<file path="src/rtl/regfile_pkg.sv">
// Shared defaults and sizing helpers for the parameterised register file.
// Latency: none (package only).
// Backpressure: none.
package regfile_pkg;

  localparam int DEF_DATA_W = 32;
  localparam int DEF_DEPTH  = 32;
  localparam int DEF_NUM_RD = 2;

  // Address width needed to index a register array of the given depth.
  function automatic int addr_w(input int depth);
    return (depth <= 2) ? 1 : $clog2(depth);
  endfunction

  // Link register sits at the top of the array by default.
  function automatic int link_default(input int depth);
    return depth - 1;
  endfunction

  localparam int DEF_LINK_REG = link_default(DEF_DEPTH);

endpackage

</file>
<file path="src/rtl/regfile_scoreboard.sv">
// Per-register pending (busy) bits with a registered popcount of busy entries.
// Latency: set/clear commit at the clk edge; the forwarded view is combinational.
// Backpressure: none; set wins over a same-cycle clear of the same register.
module regfile_scoreboard
  import regfile_pkg::*;
#(
  parameter int DEPTH  = DEF_DEPTH,
  parameter bit BYPASS = 1'b1,
  localparam int AW    = addr_w(DEPTH)
) (
  input  logic             clk,
  input  logic             reset,
  input  logic             i_set,
  input  logic [AW-1:0]    i_set_addr,
  input  logic             i_clr_a,
  input  logic [AW-1:0]    i_clr_a_addr,
  input  logic             i_clr_b,
  input  logic [AW-1:0]    i_clr_b_addr,
  output logic [DEPTH-1:0] o_busy_view,
  output logic [AW:0]      o_busy_count
);

  logic [DEPTH-1:0] r_busy;
  logic [AW:0]      r_count;
  logic [DEPTH-1:0] w_set_mask;
  logic [DEPTH-1:0] w_clr_mask;
  logic [DEPTH-1:0] w_busy_nxt;
  logic [AW:0]      w_count_nxt;

  // Next busy vector: clears first, then the issuing producer re-marks its destination.
  always_comb begin
    w_set_mask = '0;
    w_clr_mask = '0;
    if (i_set)   w_set_mask[i_set_addr]   = 1'b1;
    if (i_clr_a) w_clr_mask[i_clr_a_addr] = 1'b1;
    if (i_clr_b) w_clr_mask[i_clr_b_addr] = 1'b1;
    w_busy_nxt = (r_busy & ~w_clr_mask) | w_set_mask;
  end

  // Popcount of the next busy vector so the count register moves with the bits.
  always_comb begin
    w_count_nxt = '0;
    for (int k = 0; k < DEPTH; k++) begin
      w_count_nxt = w_count_nxt + (AW+1)'(w_busy_nxt[k]);
    end
  end

  // Busy state and count registers, cleared by reset.
  always_ff @(posedge clk) begin
    if (reset) begin
      r_busy  <= '0;
      r_count <= '0;
    end else begin
      r_busy  <= w_busy_nxt;
      r_count <= w_count_nxt;
    end
  end

  // A register being written this cycle looks free unless it is also being re-issued.
  assign o_busy_view  = BYPASS ? (r_busy & ~(w_clr_mask & ~w_set_mask)) : r_busy;
  assign o_busy_count = r_count;

endmodule

</file>
<file path="src/rtl/param_register_file.sv">
// Multi-port register file with write-back, link-register write and issue scoreboard.
// Latency: reads combinational (optional same-cycle forwarding); writes commit at clk edge.
// Backpressure: none; write-back beats link on a shared target, reset beats everything.
module param_register_file
  import regfile_pkg::*;
#(
  parameter int DATA_W   = DEF_DATA_W,
  parameter int DEPTH    = DEF_DEPTH,
  parameter int NUM_RD   = DEF_NUM_RD,
  parameter bit ZERO_REG = 1'b1,
  parameter int LINK_REG = link_default(DEPTH),
  parameter bit BYPASS   = 1'b1,
  localparam int AW      = addr_w(DEPTH)
) (
  input  logic                     clk,
  input  logic                     reset,
  input  logic [NUM_RD*AW-1:0]     rd_addr,
  output logic [NUM_RD*DATA_W-1:0] rd_data,
  output logic [NUM_RD-1:0]        rd_busy,
  input  logic                     wr_en,
  input  logic [AW-1:0]            wr_addr,
  input  logic [DATA_W-1:0]        wr_data,
  input  logic                     link_en,
  input  logic [DATA_W-1:0]        link_data,
  input  logic                     sb_set,
  input  logic [AW-1:0]            sb_addr,
  output logic [AW:0]              busy_count
);

  localparam logic [AW-1:0] LINK_A = AW'(LINK_REG);

  logic [DATA_W-1:0] r_regs [DEPTH];
  logic              w_wr_ok;
  logic              w_link_ok;
  logic              w_set_ok;
  logic [DEPTH-1:0]  w_busy_view;

  // Qualify this cycle's writes: register 0 is hardwired when enabled, write-back
  // shadows a link write aimed at the same register, and reset cancels everything.
  assign w_wr_ok   = wr_en && !reset && !(ZERO_REG && (wr_addr == '0));
  assign w_link_ok = link_en && !reset && !(ZERO_REG && (LINK_A == '0))
                     && !(wr_en && (wr_addr == LINK_A));
  assign w_set_ok  = sb_set && !reset && !(ZERO_REG && (sb_addr == '0));

  // Storage array: both qualified writes land on the edge; they never collide.
  always_ff @(posedge clk) begin
    if (reset) begin
      for (int k = 0; k < DEPTH; k++) begin
        r_regs[k] <= '0;
      end
    end else begin
      if (w_link_ok) r_regs[LINK_A]  <= link_data;
      if (w_wr_ok)   r_regs[wr_addr] <= wr_data;
    end
  end

  for (genvar i = 0; i < NUM_RD; i++) begin : g_rd
    logic [AW-1:0]     w_addr;
    logic [DATA_W-1:0] w_dat;

    assign w_addr = rd_addr[i*AW +: AW];

    // Read mux: array contents, overridden by same-cycle link then write-back data.
    always_comb begin
      w_dat = r_regs[w_addr];
      if (BYPASS && w_link_ok && (w_addr == LINK_A))  w_dat = link_data;
      if (BYPASS && w_wr_ok && (w_addr == wr_addr))   w_dat = wr_data;
      if (ZERO_REG && (w_addr == '0))                 w_dat = '0;
    end

    assign rd_data[i*DATA_W +: DATA_W] = w_dat;
    assign rd_busy[i] = w_busy_view[w_addr];
  end

  regfile_scoreboard #(
    .DEPTH  (DEPTH),
    .BYPASS (BYPASS)
  ) u_sb (
    .clk          (clk),
    .reset        (reset),
    .i_set        (w_set_ok),
    .i_set_addr   (sb_addr),
    .i_clr_a      (w_wr_ok),
    .i_clr_a_addr (wr_addr),
    .i_clr_b      (w_link_ok),
    .i_clr_b_addr (LINK_A),
    .o_busy_view  (w_busy_view),
    .o_busy_count (busy_count)
  );

endmodule

</file>
<file path="config.mk">
export PLATFORM = sky130hd
export DESIGN_NAME = param_register_file
export DESIGN_NICKNAME = d
export VERILOG_FILES = /design/src/rtl/regfile_pkg.sv /design/src/rtl/regfile_scoreboard.sv /design/src/rtl/param_register_file.sv
export SDC_FILE = /design/constraint.sdc
export NUM_CORES = 2
export LEC_CHECK = 0
export ABC_AREA = 0
export BUFFER_PORTS_ARGS = -buffer_cell sky130_fd_sc_hd__buf_2
export CELL_PAD_IN_SITES_DETAIL_PLACEMENT = 0
export CELL_PAD_IN_SITES_GLOBAL_PLACEMENT = 1
export CORE_UTILIZATION = 38
export DETAILED_ROUTE_END_ITERATION = 8
export PLACE_DENSITY_LB_ADDON = 0.1
export SLEW_MARGIN = 5
export SYNTH_ARGS = -nofsm -noshare
export SYNTH_HDL_FRONTEND = slang
export SYNTH_HIERARCHICAL = 1
export SYNTH_SLANG_ARGS = --single-unit
</file>
<file path="constraint.sdc">
create_clock -name clk -period 9.9 [get_ports clk]
set_input_delay 1.98 -clock clk [delete_from_list [all_inputs] [get_ports clk]]
set_output_delay 1.98 -clock clk [all_outputs]
set_load 0.005 [all_outputs]
</file>
==> results.cfg <==
[worst_setup_path]
cp-startpoint = wr_addr[2]
critPathLaunchType = input port
required_ps = 10550
r2r_slack_ps = 4710
critPathCaptureType = register
critPathArrivalTime_ps = 8880
r2r-start = u_sb/r_busy[0]$_SDFF_PP0_
endpoint = u_sb/o_busy_count[4]$_SDFF_PP0_
worstRegToRegCells = 17
worstSetupPathType = in2reg
r2r_end = u_sb/o_busy_count[4]$_SDFF_PP0_
crit_fanout = 18

[sta]
period_share = 0.8312
fin_crit_ps = 8229
relSlewSlack = 0.1462
clock-skew-final_ps = 5.962
hold_violations = 0
clock.fmax_ghz = 0.1215
setup_tns_ps = 0
final_max_slew_viol_count = 0
fin_ws_ps = 1671
worstMarginPinSlew_ps = 1276
rsz0062_at_grt = false
setup_viol = 0

[floorplan]
die_h_um = 397.7
die-width_um = 397.7
coreArea_mm2 = 0.1548
placementRows = 144
start_util = 0.3844
ios = 161
dieArea_mm2 = 0.1582

[final_layout]
ff_latch_area_mm2 = 0.03151
final_cells = 6341
multiInputGateArea_mm2 = 0.02690
fill_cells = 13900
areaGrowthSynthToFinish_pct = 12.98
drive_gt1_frac = 0.2620
nets = 4319

[placement]
hpwl_mm = 151.5
pre_cts_ws_ps = 917.5
port_buffers = 160
place_inst = 6105
gp_congestion = 0.8638

[yosys]
synth_edf_count = 1024
synth_cell_types = 76
synth_area_leader_cell = edfxtp_1
synth_top_area_frac = 0.5168
ys_async_sr_fraction = 0
syn_inst = 4140
ys.flop_type = edfxtp_1
syn_area_mm2 = 0.05950
synth-seq-cells = 1062
synth_area_leaders = edfxtp_1 (52%), mux4_2 (20%), and2_1 (10%)
avgSynthCellArea_um2 = 14.37
yosysSeqAreaShare = 0.5296
yosysWarnings = 6

[clock_network]
cts_hold_buffers = 0
clockBufferDepth = 3
htree_levels = 4
cts_tree = yes
clockRootBuffer = clkbuf_16
path_clk_slew_ps = 60
cts_setup_buffers = 0
cts_resized = 0
numClockSinks = 1062
cts_buffers = 130
insertion_delay_ps = 760

[job]
cap_violations = 0

[detailed_routing]
wl_per_cell_um = 38.85
vias = 39800
via_per_inst = 6.277
detail-route-antenna-nets = 0
wl_mm = 246.4
firstDrtPassIters = 5
drt_iter0_markers = 4750
drc = 0

[power]
power_density_mw_per_mm2 = 173.5
cellLeakagePower_nw = 23.47
vdd_drop_max_mv = 0.1430

[global_routing]
grtUsageTotal = 0.3111
grt_max_degree = 83
grt_pass1_vias = 39500
grt_pass1_wl_mm = 336.4
antenna_found_initial = 18
grt.overflow.total = 0

[min_path]
min_path_type = reg2reg

[outcome]
status = finished clean
## area by class of cell
cell class / instances / area share
tap: 2044 / 0.03804
clock buffer: 160 / 0.05165
inverter: 38 / 0.002159
antenna: 7 / 0.0002606
multi-input combinational: 2673 / 0.4001
clock inverter: 69 / 0.01031
timing repair buffer: 288 / 0.02870
sequential: 1062 / 0.4687
## registers in the layout, summed over array words and instances (netlist names)
signal,count
r_regs,1024
u_sb/r_busy,32
u_sb/o_busy_count,6
## critical path: stages
cell	delay, ps
buf_2	320
or3_1	660
o31ai_4	160
inv_1	300
nor4b_2	450
a22oi_1	160
a21o_1	240
fa_1	490
ha_1	330
fa_1	540
fa_1	430
fa_1	500
inv_1	50
fa_1	450
fa_1	490
inv_1	50
fa_1	380
inv_1	90
fa_1	210
nor2b_1	60
o21a_1	170
o21a_1	160
o21ba_1	170
## placed cells by master, fill, tap and decap left out, drive strengths merged, types with 43 or more instances in the layout
master,count
edfxtp,1024
and2,965
mux4,523
buf,287
mux2i,169
clkbuf,161
nand2,137
nor2,112
o21ai,71
a22oi,67
conb,60
clkinv,46
nor2b,44
inv,43
## worst min path at each step
stage	from	end	slack [ps]	depth (start not counted)
after global placement	u_sb/r_busy[19]$_SDFF_PP0_	u_sb/r_busy[19]$_SDFF_PP0_	540	2
final	u_sb/r_busy[17]$_SDFF_PP0_	u_sb/r_busy[17]$_SDFF_PP0_	540	2
after detailed placement	u_sb/r_busy[11]$_SDFF_PP0_	u_sb/r_busy[11]$_SDFF_PP0_	530	2
after global routing	u_sb/r_busy[11]$_SDFF_PP0_	u_sb/r_busy[11]$_SDFF_PP0_	620	2
after floorplan	u_sb/r_busy[11]$_SDFF_PP0_	u_sb/r_busy[11]$_SDFF_PP0_	480	2
after CTS	u_sb/r_busy[17]$_SDFF_PP0_	u_sb/r_busy[17]$_SDFF_PP0_	550	2
## kinds of logic after synthesis
kind of cell	Yosys count	share of synthesized area
AO/OA/AOI/OAI	453	0.05552
XOR/XNOR	12	0.001766
adder cells (fa/ha/maj)	37	0.01093
buffers and inverters	463	0.03224
flip-flops	1062	0.5296
multiplexers	726	0.2328
other	2	0.0001262
AND/OR/NAND/NOR	1385	0.1370
## report_power, final
group	leakage (nW)	switching, W	total [W]	internal (W)
sequential	10.1	0.000123	0.00530	0.00517
clock	2.03	0.00201	0.00485	0.00285
combinational	11.3	0.000925	0.00151	0.000589
## synthesized netlist by cell type (16+ instances only)
master and count:
a21oi_1 42, mux2_2 34, a22oi_1 67, nand3_1 24, nor2b_1 44, o21a_1 25, nor2_1 111, a221oi_1 17
mux4_2 523, and2_1 965, nor3_1 18, o21ai_0 71, a211oi_1 22, fa_1 25, clkbuf_1 297, buf_2 96
inv_1 38, dfxtp_1 38, o22ai_1 39, o221ai_1 16, mux2i_1 169, edfxtp_1 1024, nand2_1 137, buf_1 16
buf_4 16, a22o_1 37, a21o_1 20
## stage by stage
step	hold WS (ps)	utilization	cell area (um^2)	total power (W)
5_1_grt	616.0	0.4342	67200	0.01195
6_report	542.2	0.4343	67220	0.01166
4_1_cts	545.6	0.4342	67200	0.01171
2_1_floorplan	479.8	-	59720	0.006223
3_5_place_dp	526.9	0.4073	63040	0.006888
3_3_place_gp	536.2	0.4073	63040	0.006880
## per-layer routing
layer | vias up | routed length [um] | track usage
met5 | - | 55 | 0
met4 | 8 | 9560 | 0.1148
met3 | 437 | 20360 | 0.06165
met2 | 2101 | 114500 | 0.4920
met1 | 21270 | 101800 | 0.4238
li1 | 15980 | - | -
Note: power is estimated with default switching activity, not from simulation.
